==> src/rtl/fetch_decode_regs.sv <==
// F and D pipeline registers of the Y86-64 five-stage pipeline, with
// saturating stall/bubble performance counters and a sticky control-conflict flag.
module fetch_decode_regs #(
   parameter logic [63:0] RESET_PC = 64'h0,
   parameter int          CNT_W    = 32
) (
   input  logic             clk,
   input  logic             rst_n,
   input  logic             F_stall,
   input  logic             D_stall,
   input  logic             D_bubble,
   input  logic [63:0]      f_predPC,
   input  logic [0:3]       f_stat,
   input  logic [3:0]       f_icode,
   input  logic [3:0]       f_ifun,
   input  logic [3:0]       f_rA,
   input  logic [3:0]       f_rB,
   input  logic [63:0]      f_valC,
   input  logic [63:0]      f_valP,
   output logic [63:0]      F_predPC,
   output logic [0:3]       D_stat,
   output logic [3:0]       D_icode,
   output logic [3:0]       D_ifun,
   output logic [3:0]       D_rA,
   output logic [3:0]       D_rB,
   output logic [63:0]      D_valC,
   output logic [63:0]      D_valP,
   output logic [CNT_W-1:0] stall_cnt,
   output logic [CNT_W-1:0] bubble_cnt,
   output logic             ctrl_err
);

   typedef struct packed {
      logic [0:3]  stat;
      logic [3:0]  icode;
      logic [3:0]  ifun;
      logic [3:0]  rA;
      logic [3:0]  rB;
      logic [63:0] valC;
      logic [63:0] valP;
   } d_reg_t;

   // A bubble is a NOP with no register operands and AOK status.
   localparam d_reg_t D_BUBBLE = '{
      stat:  4'b1000,
      icode: 4'h1,
      ifun:  4'h0,
      rA:    4'hF,
      rB:    4'hF,
      valC:  64'h0,
      valP:  64'h0
   };

   localparam logic [CNT_W-1:0] CNT_MAX = '1;
   localparam logic [CNT_W-1:0] CNT_ONE = {{(CNT_W-1){1'b0}}, 1'b1};

   logic [63:0]      pred_pc_q,    pred_pc_d;
   d_reg_t           d_q,          d_d;
   logic [CNT_W-1:0] stall_cnt_q,  stall_cnt_d;
   logic [CNT_W-1:0] bubble_cnt_q, bubble_cnt_d;
   logic             ctrl_err_q,   ctrl_err_d;
   logic             bubble_load;
   d_reg_t           fetched;

   assign fetched = '{
      stat:  f_stat,
      icode: f_icode,
      ifun:  f_ifun,
      rA:    f_rA,
      rB:    f_rB,
      valC:  f_valC,
      valP:  f_valP
   };

   always_comb begin
      // NOTE: every signal gets a default first so no path leaves it unassigned (no latch).
      pred_pc_d    = pred_pc_q;
      d_d          = d_q;
      bubble_load  = 1'b0;
      stall_cnt_d  = stall_cnt_q;
      bubble_cnt_d = bubble_cnt_q;
      ctrl_err_d   = ctrl_err_q;

      if (!F_stall) begin
         pred_pc_d = f_predPC;
      end

      // Stall outranks bubble, so a conflicting request never loads a bubble.
      if (!D_stall) begin
         if (D_bubble) begin
            d_d         = D_BUBBLE;
            bubble_load = 1'b1;
         end else begin
            d_d = fetched;
         end
      end

      if (D_stall && (stall_cnt_q != CNT_MAX)) begin
         stall_cnt_d = stall_cnt_q + CNT_ONE;
      end
      if (bubble_load && (bubble_cnt_q != CNT_MAX)) begin
         bubble_cnt_d = bubble_cnt_q + CNT_ONE;
      end

      if (D_stall && D_bubble) begin
         ctrl_err_d = 1'b1;
      end
   end

   always_ff @(posedge clk or negedge rst_n) begin
      if (!rst_n) begin
         pred_pc_q    <= RESET_PC;
         d_q          <= D_BUBBLE;
         stall_cnt_q  <= '0;
         bubble_cnt_q <= '0;
         ctrl_err_q   <= 1'b0;
      end else begin
         // NOTE: non-blocking so every flop samples pre-edge values regardless of statement order.
         pred_pc_q    <= pred_pc_d;
         d_q          <= d_d;
         stall_cnt_q  <= stall_cnt_d;
         bubble_cnt_q <= bubble_cnt_d;
         ctrl_err_q   <= ctrl_err_d;
      end
   end

   assign F_predPC   = pred_pc_q;
   assign D_stat     = d_q.stat;
   assign D_icode    = d_q.icode;
   assign D_ifun     = d_q.ifun;
   assign D_rA       = d_q.rA;
   assign D_rB       = d_q.rB;
   assign D_valC     = d_q.valC;
   assign D_valP     = d_q.valP;
   assign stall_cnt  = stall_cnt_q;
   assign bubble_cnt = bubble_cnt_q;
   assign ctrl_err   = ctrl_err_q;

endmodule

==> config.mk <==
export PLATFORM = sky130hd
export DESIGN_NAME = fetch_decode_regs
export DESIGN_NICKNAME = d
export VERILOG_FILES = /design/src/rtl/fetch_decode_regs.sv
export SDC_FILE = /design/constraint.sdc
export NUM_CORES = 1
export LEC_CHECK = 0
export BUFFER_PORTS_ARGS = -buffer_cell sky130_fd_sc_hd__buf_2
export CAP_MARGIN = 30
export CORE_AREA = 2 2 195 197
export DETAILED_ROUTE_END_ITERATION = 16
export DIE_AREA = 0 0 197 199
export PLACE_DENSITY = 0.62
export SLEW_MARGIN = 40
export SYNTH_ARGS = -nofsm -noshare
export SYNTH_HDL_FRONTEND = slang
export SYNTH_SLANG_ARGS = --single-unit
==> constraint.sdc <==
create_clock -name clk -period 2.8 [get_ports clk]
set_input_delay 0.28 -clock clk [delete_from_list [all_inputs] [get_ports clk]]
set_output_delay 0.28 -clock clk [all_outputs]
set_load 0.02 [all_outputs]
==> flow_metrics.py <==
metrics = {
    "cts": {
        "cts_tree": "yes",
        "cts_root_buf": "clkbuf_16",
        "post-cts-setup-buffers": 0,
        "cts_resized": 0,
        "htreeDepth": 1,
        "clock_latency_ps": 560,
        "cts-buffers-inserted": 30,
        "cts_buffer_depth": 3,
        "holdBufCountCts": 203,
        "path_clk_slew_ps": 60,
        "clock-sinks": 277,
    },
    "global_route": {
        "overflow": 0,
        "antenna_found_initial": 0,
        "grt_use_total": 0.186,
        "grt_pass1_wl_um": 58500,
        "grt_pass1_vias": 10831,
        "grt_max_degree": 220,
    },
    "synth": {
        "synth.distinct_cells": 41,
        "synth_flop_cell": "dfrtp_1",
        "netlist_area_um2": 11600,
        "synthDominantCellAreaShare": 0.576,
        "syn_nets": 1295,
        "yosys_warnings": 0,
        "synthTopCellsByCount": "dfrtp_1, nand2_1, o21ai_0",
        "ys_ff_latch": 277,
        "synth_top_area_cell": "dfrtp_1",
        "syn_inst": 1076,
        "yosysMostFrequentCell": "dfrtp_1",
        "seq_area_frac_synth": 0.599,
        "async_flop_share": 1.00,
        "synth_edf_count": 0,
        "yosys-top-cells-area": "dfrtp_1, nand2b_1, mux2_2",
        "avgSynthCellArea_um2": 10.8,
    },
    "drt": {
        "ant_nets": 0,
        "vias": 10419,
        "drtPass1Iterations": 4,
        "first_iter_violations": 275,
        "drc": 0,
        "drt-wirelength-per-cell_um": 16.6,
        "vias_per_cell": 4.61,
        "drt_wl_total_um": 37500,
    },
    "timing": {
        "relSlewSlack": 0.439,
        "tightest_slew_ps": 842,
        "post-route-period-util": 0.756,
        "finalCriticalPeriod_ps": 2120,
        "rsz0062_at_grt": "no",
        "fin_worst_skew_ps": 6.59,
        "fin_hold_ws_ps": 28.8,
        "hold_viol_final": 0,
        "finalSetupTns_ps": 0,
        "finalSetupViolations": 0,
        "max_freq_ghz": 0.472,
        "drv_slew": 0,
    },
    "power": {
        "ir_drop_v": 0.000473,
        "p_leak_uw": 0.00869,
        "total_power_uw": 10700,
        "p_per_area_nw_per_um2": 605,
    },
    "place": {
        "placed_area_um2": 14600,
        "port_buffers": 493,
        "gp_congestion": 0.823,
        "hpwlAfterDp_um": 25400,
    },
    "die": {
        "die_x_um": 197,
        "start_util": 0.312,
        "rows": 71,
        "die_area_um2": 39200,
        "core_um2": 37100,
        "die_y_um": 199,
        "io_pins": 494,
    },
    "flow_run": {
        "max-cap-violations": 0,
    },
    "setup_path": {
        "required_ps": 3220,
        "crit_path_start_kind": "register",
        "end_kind": "register",
        "arrival_ps": 2540,
        "critPathMaxFanout": 5,
        "crit_type": "reg -> reg",
    },
    "final_layout": {
        "n_fill_cell": 3356,
        "syn2layout_area_growth_pct": 52.7,
        "nets": 1980,
        "finalCoreUtilization": 0.477,
        "drive_gt1_frac": 0.360,
        "postLayoutCellArea_um2": 17700,
    },
    "worst_hold_path": {
        "hold_class": "in -> reg",
    },
    "run_status": {
        "status": "completed",
    },
}
-- power by group --
part           switching (uW)  internal [uW]
Sequential                273           4370
Clock                    1620           2490
Combinational            1130            836
Total                    3030           7690
-- area by class of cell --
| type | count | area, um^2 | share of cell area |
|---|---|---|---|
| Inverter | 7 | 26.3 | 0.00148 |
| Clock inverter | 13 | 170 | 0.00961 |
| Clock buffer | 41 | 853 | 0.0482 |
| Antenna cell | 1 | 2.50 | 0.000141 |
| Timing Repair Buffer | 712 | 4720 | 0.267 |
| Sequential cell | 277 | 6940 | 0.392 |
| Tap cell | 474 | 593 | 0.0335 |
| Multi-Input combinational cell | 733 | 4400 | 0.248 |
-- critical path, stage by stage, from the launching register on --
cell and delay, ps:
dfrtp_1 420, and4_1 280, or3b_2 480, a211oi_1 450, nand4_1 200, xnor2_1 170
-- registers in the layout (all words and copies together), names as in the netlist, 32 cells and up --
| signal | cells |
|---|---|
| D_valC | 64 |
| bubble_cnt | 32 |
| stall_cnt | 32 |
| D_valP | 64 |
| F_predPC | 64 |
-- layer usage --
metal / GRT usage / share of wire / wire, um / vias to the layer above
li1: - / - / - / 4971
met1: 0.213 / 0.38 / 14400 / 4959
met2: 0.330 / 0.50 / 18700 / 401
met3: 0.0458 / 0.077 / 2880 / 88
met4: 0.0805 / 0.040 / 1490 / 0
met5: 0 / 0 / 0 / -
-- worst paths after layout --
kind | startpoint | to | slack (ps) | cells after the start
max reg2reg | bubble_cnt[2] | bubble_cnt[19] | 680 | 5
max | bubble_cnt[2] | bubble_cnt[19] | 680 | 5
min reg2reg | ctrl_err | ctrl_err | 470 | 1
min | f_valP[53] | D_valP[53] | 30 | 3
min in group asynchronous | rst_n | D_valP[31] | 280 | 2
max in group asynchronous | rst_n | F_predPC[45] | 1600 | 4
-- cells in the final DEF, fill, tap and decap left out, drive strengths merged, types with 3 or more instances in the layout --
master / n
a21oi: 3
a31oi: 3
and3: 8
and4: 6
buf: 508
bufinv: 4
clkbuf: 42
clkinv: 7
dfrtp: 267
dfstp: 10
dlygate4sd3: 203
inv: 7
mux2: 69
nand2: 176
nand2b: 142
nand3: 20
nand4: 19
nor2: 27
nor3: 18
nor4: 13
o21ai: 152
xnor2: 22
xor2: 30
-- metrics by stage --
step	instances	setup slack, ps
finish	2258	682
global route	2257	509
CTS	2257	687
detailed placement	2000	573
global placement	2000	594
floorplan	1076	645
-- logic make-up (layout without fill, tap and decap cells) --
family          after synthesis  in the layout  share of synthesized area
buf+inv                      66            773                     0.0221
mux                          70             70                     0.0679
xor+xnor                     52             52                     0.0393
flops                       277            277                      0.599
compound gates              167            167                     0.0750
other cells                   0              1                          0
simple gates                442            442                      0.195
fa+ha+maj                     2              2                    0.00216
No activity file was read; power rests on OpenSTA's default activity.
